<file path="config.mk">
export PLATFORM = sky130hd
export DESIGN_NAME = hmac_apb_dma_master
export DESIGN_NICKNAME = d
export VERILOG_FILES = /design/src/rtl/hmac_apb_dma_pkg.sv /design/src/rtl/hmac_apb_dma_master.sv
export SDC_FILE = /design/constraint.sdc
export NUM_CORES = 1
export LEC_CHECK = 0
export ABC_AREA = 0
export BUFFER_PORTS_ARGS = -buffer_cell sky130_fd_sc_hd__buf_4
export CORE_UTILIZATION = 31
export DETAILED_ROUTE_END_ITERATION = 7
export HOLD_SLACK_MARGIN = 0.12
export SLEW_MARGIN = 30
export SYNTH_ARGS = -nofsm -noshare
export SYNTH_HDL_FRONTEND = slang
export SYNTH_SLANG_ARGS = --single-unit
export TNS_END_PERCENT = 30
</file>
<file path="constraint.sdc">
create_clock -name pclk -period 2.2 [get_ports pclk]
set_clock_uncertainty 0.2 [all_clocks]
set_input_delay 0.22 -clock pclk [delete_from_list [all_inputs] [get_ports pclk]]
set_output_delay 0.22 -clock pclk [all_outputs]
set_load 0.005 [all_outputs]
</file>
<file path="src/rtl/hmac_apb_dma_pkg.sv">
// Shared definitions for the lw_sha APB DMA master.
// Latency: n/a (types and constants only).
// Backpressure: n/a.
// Contents: state_t encoding with its state constants, and the helper that
// derives the default per-word address increment from the data width.
package hmac_apb_dma_pkg;

    typedef logic [2:0] state_t;

    localparam state_t ST_IDLE     = 3'd0;
    localparam state_t ST_WAIT_REQ = 3'd1;
    localparam state_t ST_SETUP    = 3'd2;
    localparam state_t ST_ACCESS   = 3'd3;
    localparam state_t ST_HOLD     = 3'd4;
    localparam state_t ST_DONE     = 3'd5;

    // One word is DATA_W bits, so consecutive words sit DATA_W/8 bytes apart.
    function automatic int stride_default(input int data_w);
        return data_w / 8;
    endfunction

endpackage

</file>
<file path="src/rtl/hmac_apb_dma_master.sv">
// APB initiator that streams message words into, and digest words out of, the lw_sha slave.
// Latency: min 3 cycles per word (WAIT_REQ, SETUP, ACCESS) plus pready wait states; reads add a HOLD cycle.
// Backpressure: paced by dma_wr_req_i/dma_rd_req_i and wvalid_i; a read word is held on rvalid_o until rready_i.
// Ports: command (cmd_*, abort_i), write stream (wdata_i/wvalid_i/wready_o),
//        read stream (rdata_o/rvalid_o/rready_i), slave pacing (dma_*_req_i),
//        APB master (paddr..pslverr), status (busy_o, done_o, err_o, xfer_cnt_o).
module hmac_apb_dma_master
    import hmac_apb_dma_pkg::*;
#(
    parameter int ADDR_W = 12,
    parameter int DATA_W = 32,
    parameter int CNT_W  = 16,
    parameter int STRIDE = stride_default(DATA_W)
) (
    input  logic              pclk,
    input  logic              presetn,
    input  logic              cmd_valid_i,
    output logic              cmd_ready_o,
    input  logic              cmd_write_i,
    input  logic [ADDR_W-1:0] cmd_addr_i,
    input  logic [CNT_W-1:0]  cmd_len_i,
    input  logic              cmd_incr_i,
    input  logic              abort_i,
    input  logic [DATA_W-1:0] wdata_i,
    input  logic              wvalid_i,
    output logic              wready_o,
    output logic [DATA_W-1:0] rdata_o,
    output logic              rvalid_o,
    input  logic              rready_i,
    input  logic              dma_wr_req_i,
    input  logic              dma_rd_req_i,
    output logic [ADDR_W-1:0] paddr,
    output logic              psel,
    output logic              penable,
    output logic              pwrite,
    output logic [DATA_W-1:0] pwdata,
    input  logic [DATA_W-1:0] prdata,
    input  logic              pready,
    input  logic              pslverr,
    output logic              busy_o,
    output logic              done_o,
    output logic              err_o,
    output logic [CNT_W-1:0]  xfer_cnt_o
);

    state_t            state_q, state_d;
    logic              write_q, write_d;
    logic              incr_q, incr_d;
    logic              err_q, err_d;
    logic              abort_q, abort_d;
    logic [ADDR_W-1:0] addr_q, addr_d;
    logic [CNT_W-1:0]  len_q, len_d;
    logic [CNT_W-1:0]  cnt_q, cnt_d;
    logic [DATA_W-1:0] pwdata_q, pwdata_d;
    logic [DATA_W-1:0] rdata_q, rdata_d;
    logic              ready_q;
    logic              done_q;
    logic              errp_q;
    logic              wready;

    logic [ADDR_W-1:0] addr_next;
    logic [CNT_W-1:0]  cnt_inc;
    logic              last_word;

    assign addr_next = addr_q + (incr_q ? ADDR_W'(STRIDE) : '0);
    assign cnt_inc   = cnt_q + CNT_W'(1);
    assign last_word = (cnt_inc == len_q);

    always_comb begin
        state_d  = state_q;
        write_d  = write_q;
        incr_d   = incr_q;
        err_d    = err_q;
        abort_d  = abort_q;
        addr_d   = addr_q;
        len_d    = len_q;
        cnt_d    = cnt_q;
        pwdata_d = pwdata_q;
        rdata_d  = rdata_q;
        wready   = 1'b0;
        case (state_q)
            ST_IDLE: begin
                if (cmd_valid_i && ready_q) begin
                    write_d = cmd_write_i;
                    addr_d  = cmd_addr_i;
                    len_d   = cmd_len_i;
                    incr_d  = cmd_incr_i;
                    cnt_d   = '0;
                    err_d   = 1'b0;
                    abort_d = 1'b0;
                    state_d = (cmd_len_i == '0) ? ST_DONE : ST_WAIT_REQ;
                end
            end
            ST_WAIT_REQ: begin
                if (abort_i) begin
                    state_d = ST_DONE;
                end else if (write_q) begin
                    if (dma_wr_req_i && wvalid_i) begin
                        wready   = 1'b1;
                        pwdata_d = wdata_i;
                        state_d  = ST_SETUP;
                    end
                end else if (dma_rd_req_i) begin
                    state_d = ST_SETUP;
                end
            end
            ST_SETUP: begin
                // An abort here cannot cut the bus cycle short; remember it.
                abort_d = abort_q | abort_i;
                state_d = ST_ACCESS;
            end
            ST_ACCESS: begin
                abort_d = abort_q | abort_i;
                if (pready) begin
                    if (pslverr) begin
                        err_d   = 1'b1;
                        state_d = ST_DONE;
                    end else if (!write_q) begin
                        rdata_d = prdata;
                        // An aborted read finishes on the bus but is never delivered.
                        state_d = abort_d ? ST_DONE : ST_HOLD;
                    end else begin
                        cnt_d   = cnt_inc;
                        addr_d  = addr_next;
                        state_d = (last_word || abort_d) ? ST_DONE : ST_WAIT_REQ;
                    end
                end
            end
            ST_HOLD: begin
                if (abort_i) begin
                    state_d = ST_DONE;
                end else if (rready_i) begin
                    cnt_d   = cnt_inc;
                    addr_d  = addr_next;
                    state_d = last_word ? ST_DONE : ST_WAIT_REQ;
                end
            end
            ST_DONE:  state_d = ST_IDLE;
            default:  state_d = ST_IDLE;
        endcase
    end

    always_ff @(posedge pclk or negedge presetn) begin
        if (!presetn) begin
            state_q  <= ST_IDLE;
            write_q  <= 1'b0;
            incr_q   <= 1'b0;
            err_q    <= 1'b0;
            abort_q  <= 1'b0;
            addr_q   <= '0;
            len_q    <= '0;
            cnt_q    <= '0;
            pwdata_q <= '0;
            rdata_q  <= '0;
            ready_q  <= 1'b0;
            done_q   <= 1'b0;
            errp_q   <= 1'b0;
        end else begin
            state_q  <= state_d;
            write_q  <= write_d;
            incr_q   <= incr_d;
            err_q    <= err_d;
            abort_q  <= abort_d;
            addr_q   <= addr_d;
            len_q    <= len_d;
            cnt_q    <= cnt_d;
            pwdata_q <= pwdata_d;
            rdata_q  <= rdata_d;
            // Registered so cmd_ready_o is low while reset is applied.
            ready_q  <= (state_d == ST_IDLE);
            done_q   <= (state_q == ST_DONE);
            errp_q   <= (state_q == ST_DONE) && err_q;
        end
    end

    assign cmd_ready_o = ready_q;
    assign wready_o    = wready;
    assign rdata_o     = rdata_q;
    assign rvalid_o    = (state_q == ST_HOLD);
    assign paddr       = addr_q;
    assign psel        = (state_q == ST_SETUP) || (state_q == ST_ACCESS);
    assign penable     = (state_q == ST_ACCESS);
    assign pwrite      = write_q;
    assign pwdata      = pwdata_q;
    assign busy_o      = (state_q != ST_IDLE);
    assign done_o      = done_q;
    assign err_o       = errp_q;
    assign xfer_cnt_o  = cnt_q;

endmodule

</file>
**Word level (Yosys, flattened, before mapping)**

Index checks and enable logic that the tools add are counted.

- Register bits after elaboration: 118
- Bits of input ports: 104
- Output and inout bits: 101
- Word-level logic and storage cells: 90

- $add $sub $neg: 2
- Equality and inequality tests: 13
- Multiplexer cells: 39
- Bitwise operators: 4
- Reductions and logical operators: 19

Operators with widths:

| cell | number |
|---|---|
| 16-bit 2-to-1 mux | 6 |
| 12-bit 2-to-1 mux | 6 |
| 16-bit one-hot mux with 3 select lines | 1 |
| 3-bit 2-to-1 mux | 14 |
| 12-bit one-hot mux with 3 select lines | 1 |
| 16-bit by 1-bit adder with 16-bit output, second input constant | 1 |
| 16-bit == test | 1 |
| 16-bit logical NOT | 1 |
| 3-bit one-hot mux with 5 select lines | 1 |
| 12-bit by 3-bit adder with 12-bit output | 1 |
| 4-bit AND reduction | 3 |
| 1-bit 2-to-1 mux | 8 |
| 2-bit by 1-bit inequality test with 1-bit output, second input constant | 4 |
| 7-bit AND reduction | 1 |
| 3-bit by 2-bit == test with 1-bit output, second input constant | 2 |
| 3-bit == test, second input constant | 2 |
| 3-bit logical NOT | 2 |
| 2-bit inequality test, second input constant | 3 |
| 3-bit nonzero test | 2 |
| 1-bit one-hot mux with 2 select lines | 2 |
| 2-bit AND reduction | 2 |
| 2-bit nonzero test | 2 |
| 3-bit by 1-bit == test with 1-bit output, second input constant | 1 |
| 1-bit logical AND | 3 |
| other kinds (4) | 7 |

**Longest topological paths before layout**

- Depth in word-level cells: 9
- Gate-level depth with buffers: 8
- Depth with buffers taken out: 7

**Least setup slack after synthesis**

No wires, ideal clock.

- Path type: register to register
- Start point: register cnt_q[0], in the netlist xfer_cnt_o[0]
- End point: register state_q[2]
- Library setup time: 92 ps
- Arrival time: 1759 ps
- Required time: 1908 ps
- Path slack: 149 ps
- Stages on the path, launching flop included: 8
- Path buffers: 0
- Period minus slack after synthesis: 2051 ps
- Path through: dfrtp_1 ha_1 xor2_1 a211oi_1 o211ai_1 a311oi_1 nand4_1 o31ai_2

- Cells in the longest elaborated chain, start to end: 8
- Elaborated cells on any way between the ends: 11
- Those cells by class: add/sub: 1; eq/ne: 1; mux: 8; reduce/logical: 1

Ends and longest elaborated chain:

| element | line | RTL |
|---|---|---|
| start: declaration | hmac_apb_dma_master.sv:53 | `logic [CNT_W-1:0] cnt_q, cnt_d;` |
| start signal: assignment | hmac_apb_dma_master.sv:166 | `cnt_q <= cnt_d;` |
| 16-bit by 1-bit adder with 16-bit output * | hmac_apb_dma_master.sv:66 | `assign cnt_inc = cnt_q + CNT_W'(1);` |
| 16-bit == test * | hmac_apb_dma_master.sv:67 | `assign last_word = (cnt_inc == len_q);` |
| 1-bit logical OR | hmac_apb_dma_master.sv:125 | `state_d = (last_word \|\| abort_d) ? ST_DONE : ST_WAIT_REQ;` |
| 3-bit 2-to-1 mux | hmac_apb_dma_master.sv:125 |  |
| 3-bit 2-to-1 mux | hmac_apb_dma_master.sv:118 | `end else if (!write_q) begin` |
| 3-bit 2-to-1 mux | hmac_apb_dma_master.sv:115 | `if (pslverr) begin` |
| 3-bit 2-to-1 mux | hmac_apb_dma_master.sv:114 | `if (pready) begin` |
| 3-bit one-hot mux with 5 select lines * | hmac_apb_dma_master.sv:81 | `case (state_q)` |
| via state_d[2] | hmac_apb_dma_master.sv:46 | `state_t state_q, state_d;` |
| end signal: assignment | hmac_apb_dma_master.sv:159 | `state_q <= state_d;` |
| end: declaration | hmac_apb_dma_master.sv:46 |  |

The timed path passes the listed nets; every way through them passes the cells marked *.
A chain may end at the register's enable or synchronous reset.

**Worst setup path in the final report**

- Start point: input cmd_len_i[5]
- End point: register state_q[2]

- Cells in the longest elaborated chain, start to end: 4

Ends and longest elaborated chain:

| element | line | RTL |
|---|---|---|
| start: declaration | hmac_apb_dma_master.sv:21 | `input logic [CNT_W-1:0] cmd_len_i,` |
| 16-bit logical NOT | hmac_apb_dma_master.sv:91 | `state_d = (cmd_len_i == '0) ? ST_DONE : ST_WAIT_REQ;` |
| 3-bit 2-to-1 mux | hmac_apb_dma_master.sv:91 |  |
| 3-bit 2-to-1 mux | hmac_apb_dma_master.sv:83 | `if (cmd_valid_i && ready_q) begin` |
| 3-bit one-hot mux with 5 select lines | hmac_apb_dma_master.sv:81 |  |
| via state_d[2] | hmac_apb_dma_master.sv:46 |  |

The timed path passes the listed nets, and every way through them passes these cells.

==> flow_results.org <==
** Synth
- Syn avg cell area :: 11.7 um^2
- The Yosys step of the flow raised 0 warnings.
- Share of Yosys cell area claimed by the top area cell type :: 52.9%
- The most common cell in the synthesized netlist is sky130_fd_sc_hd__dfrtp_1.
- Counting flops with a built-in enable in the synthesized netlist gives 0.
- The most used flip-flop cell after synthesis is sky130_fd_sc_hd__dfrtp_1.
- Of the synthesized area, sequential elements account for 52.9%.
- The synthesized design spends more area on one cell type than any other, namely sky130_fd_sc_hd__dfrtp_1.
- Mapped Nets :: 582
- In this run, distinct cell masters in the synthesized netlist total 57.
- Main area contributors after synthesis :: sky130_fd_sc_hd__dfrtp_1, sky130_fd_sc_hd__mux2_2, sky130_fd_sc_hd__o21ai_0
- In the synthesized netlist the async set-or-reset flop fraction comes to 100%.
- Cell types with the highest counts after synthesis :: sky130_fd_sc_hd__dfrtp_1, sky130_fd_sc_hd__mux2_2, sky130_fd_sc_hd__o21ai_0
- The synthesized design contains 118 register bits.
- Post-Synthesis Cells :: 475
- Combined area of all synthesized cells :: 0.00558 mm^2

** Die
- The floorplan step set the die height to 136 um.
- The die covers 0.0185 mm^2.
- Die W :: 136 um
- Once the floorplan was initialized, standard cells occupied 32.0% of the core.
- The floorplan step defined a core boundary enclosing 0.0174 mm^2.
- The floorplan has 48 rows.
- 205 I/O pins were placed.

** Critical path
- For this run, the slowest stage of the critical path takes 540 ps.
- Number of cell instances on the worst register-to-register path :: 5
- The startpoint identified for the worst register-to-register timing path is state_q[2]$_DFF_PN0_.
- Crit Reg-Reg Endpoint :: xfer_cnt_o[5]$_DFFE_PN0P_
- At the worst endpoint, the arrival time is 2230 ps.
- The worst setup path is launched from an input pin.
- The cell family contributing the most delay on the critical path is simple AND/OR/NAND/NOR gates.
- The critical path goes through dlygate4sd3_1 > buf_4 > nor4_1 > buf_4 > nand4_1 > nor3_2 > or4_1 > nand4_1 > o31ai_2.
- The critical path is of the in -> reg type.
- For flop-to-flop paths, the worst setup slack is 100 ps.
- WP buf/inv :: 3
- Required time of the worst setup path :: 2320 ps
- Counting buffers and inverters, the worst setup path is 9 cells deep.
- Of all nets on the critical path, the largest fanout is 2.
- Cell with the largest stage delay on the worst path :: sky130_fd_sc_hd__dlygate4sd3_1
- Critical path endpoint category :: register

** GRT
- The first global-routing pass estimated 26300 um of wire.
- Remaining global-route overflow :: 0
- Antenna violations before repair :: 0
- Entering global routing, the biggest net connects 43 pins.
- Global routing used 18.5% of the available tracks across all layers.
- The number of global-route vias before repair is 5333.

** Power and ir drop
- Summed over all cells, the static leakage comes to 4.31 nW.
- Across the VDD grid, the largest voltage drop is 0.000772 V.
- Power density over the cells :: 1180 mW/mm^2

** Outcome
- Result of the run :: finished, final reports clean

** Placed design
- RePlAce Congestion :: 0.876
- Port Buffer Count :: 204
- Placed cell area :: 0.00753 mm^2
- The HPWL after detailed placement is 11800 um.
- Timing analysis after detailed placement gives a worst setup slack of 75.7 ps.
- Placed insts :: 904

** Route
- Met1 Routed Length :: 6550 um
- Drt via density :: 4.93
- Uppermost metal layer occupied by signal nets :: met4
- In the routed design, unresolved DRC markers number 0.
- Across all layers, the routed design uses 5112 vias.
- Number of nets with antenna violations after routing :: 0
- Wire length per cell after detailed routing :: 15.9 um
- In this run, the number of DRC markers left after iteration 0 of detailed routing was 300.
- Total length of routed met3 wires :: 985 um
- Summed over all nets, wire length on met2 after detailed routing comes to 8650 um.
- Final WL :: 16500 um
- Iteration count of the initial detailed-routing pass :: 5

** Cells and area
- Summed area of non-filler cells in the final layout :: 0.00919 mm^2
- Layout Area Growth over Synthesis :: 64.7%
- Area of combinational cells with multiple inputs :: 0.00250 mm^2
- Net count of the finished layout :: 905
- Share of the core filled with cells :: 52.8%
- In the final layout, flip-flops and latches occupy 0.00295 mm^2.
- Filler Cells Inserted :: 1498
- In the final layout, the share of cells above drive strength 1 is 44.9%.
- Number of diodes added for antenna fixing :: 0
- Excluding fillers, the count of instances in the completed layout stands at 1036.

** Clock network
- The tree is rooted in a sky130_fd_sc_hd__clkbuf_16.
- The later pin in the worst-skew pair is clocked with a latency of 410 ps.
- CTS Buffer Depth :: 2
- The H-tree was split into 4 levels.
- Clock-pin transition on the worst setup and hold timing paths :: 50 ps
- Postcts setup bufs :: 0
- Clock buffer count from CTS :: 17
- CTS sink count :: 118
- TritonCTS built the clock tree.

** Timing
- The hold violation total from the final report is 0.
- For the pin with the worst max-slew slack, the measured transition is 581 ps.
- Setup repair after global routing could not meet its margin everywhere.
- Slack of the critical path :: 86.1 ps
- Final worst path period share :: 96.1%
- Shortest clock period the worst path allows after layout :: 2110 ps
- In this run the tightest slew margin relative to its limit is 61.3%.
- Endpoints failing setup :: 0
- Total negative slack :: 0 ps
- Based on the critical path, the design can be clocked at up to 473 MHz.
- The count of pins over their slew limit came to 0.

** Worst hold path
- In this run the worst hold path is classified as in -> async.

** Flow run
- Across the run, the number of max-cap violations was 0.
## layout make-up
class,count,area share [%]
multi-input cells,328,27.2
inverters,2,0.0817
well taps,225,3.06
flip-flops and latches,118,32.1
clock inverters,11,1.88
clock buffers,21,5.01
repair buffers,331,30.6
## sequential cells by signal, summed over array words and instances (netlist names), 3 cells and up
register    count
pwdata         32
state_q         3
paddr          12
xfer_cnt_o     16
rdata_o        32
len_q          16
## power by group
| part | internal (mW) | switching (mW) |
|---|---|---|
| sequential | 3.12 | 0.676 |
| combinational | 2.43 | 1.65 |
| clock | 1.96 | 0.989 |
| total | 7.52 | 3.31 |
## cell families after synthesis
group	synth area share, %
xor+xnor	2.83
buf+inv	2.91
mux	17.3
fa+ha+maj	0.673
flops	52.9
simple gates	13.0
compound gates	10.4
## what timing repair did
item | in CTS | in global routing
gates resized for setup | 0 | 7
hold endpoints to repair | 218 | 0
hold buffers | 100 | 0
setup endpoints to repair | 0 | 19
## how the worst max path moves through the flow
stage                         startpoint                   end  slack, ps
3_5_place_dp   xfer_cnt_o[0]$_DFFE_PN0P_  state_q[2]$_DFF_PN0_         80
4_1_cts                     cmd_len_i[5]  state_q[2]$_DFF_PN0_         20
2_1_floorplan  xfer_cnt_o[0]$_DFFE_PN0P_  state_q[2]$_DFF_PN0_        150
6_report                    cmd_len_i[5]  state_q[2]$_DFF_PN0_         90
3_3_place_gp   xfer_cnt_o[0]$_DFFE_PN0P_  state_q[2]$_DFF_PN0_         20
5_1_grt                     cmd_len_i[5]  state_q[2]$_DFF_PN0_         -2
## per-stage QoR
step           total power, mW  hold slack, ps
6_report                  10.8             183
3_5_place_dp              7.74            67.7
4_1_cts                   10.9             171
5_1_grt                   11.5             225
3_3_place_gp              7.58            63.1
2_1_floorplan             5.63            -276
## cell usage in the layout (no fill, tap or decap), types with 7 or more instances in the layout
master	Yosys	final
sky130_fd_sc_hd__buf_4	7	224
sky130_fd_sc_hd__dfrtp_1	118	118
sky130_fd_sc_hd__dlygate4sd3_1	0	100
sky130_fd_sc_hd__mux2_2	83	83
sky130_fd_sc_hd__o21ai_0	39	39
sky130_fd_sc_hd__nand2_1	25	25
sky130_fd_sc_hd__nor2_1	26	25
sky130_fd_sc_hd__a21oi_1	23	23
sky130_fd_sc_hd__clkbuf_16	0	17
sky130_fd_sc_hd__xnor2_1	12	12
sky130_fd_sc_hd__nand3_1	9	9
sky130_fd_sc_hd__and3_1	7	7
## per-layer routing
layer / vias to the layer above / GRT usage (%)
li1: 2378 / -
met1: 2515 / 20.6
met2: 193 / 33.5
met3: 26 / 4.77
met4: 0 / 7.10
met5: - / 0
No activity file was read; power rests on OpenSTA's default activity.
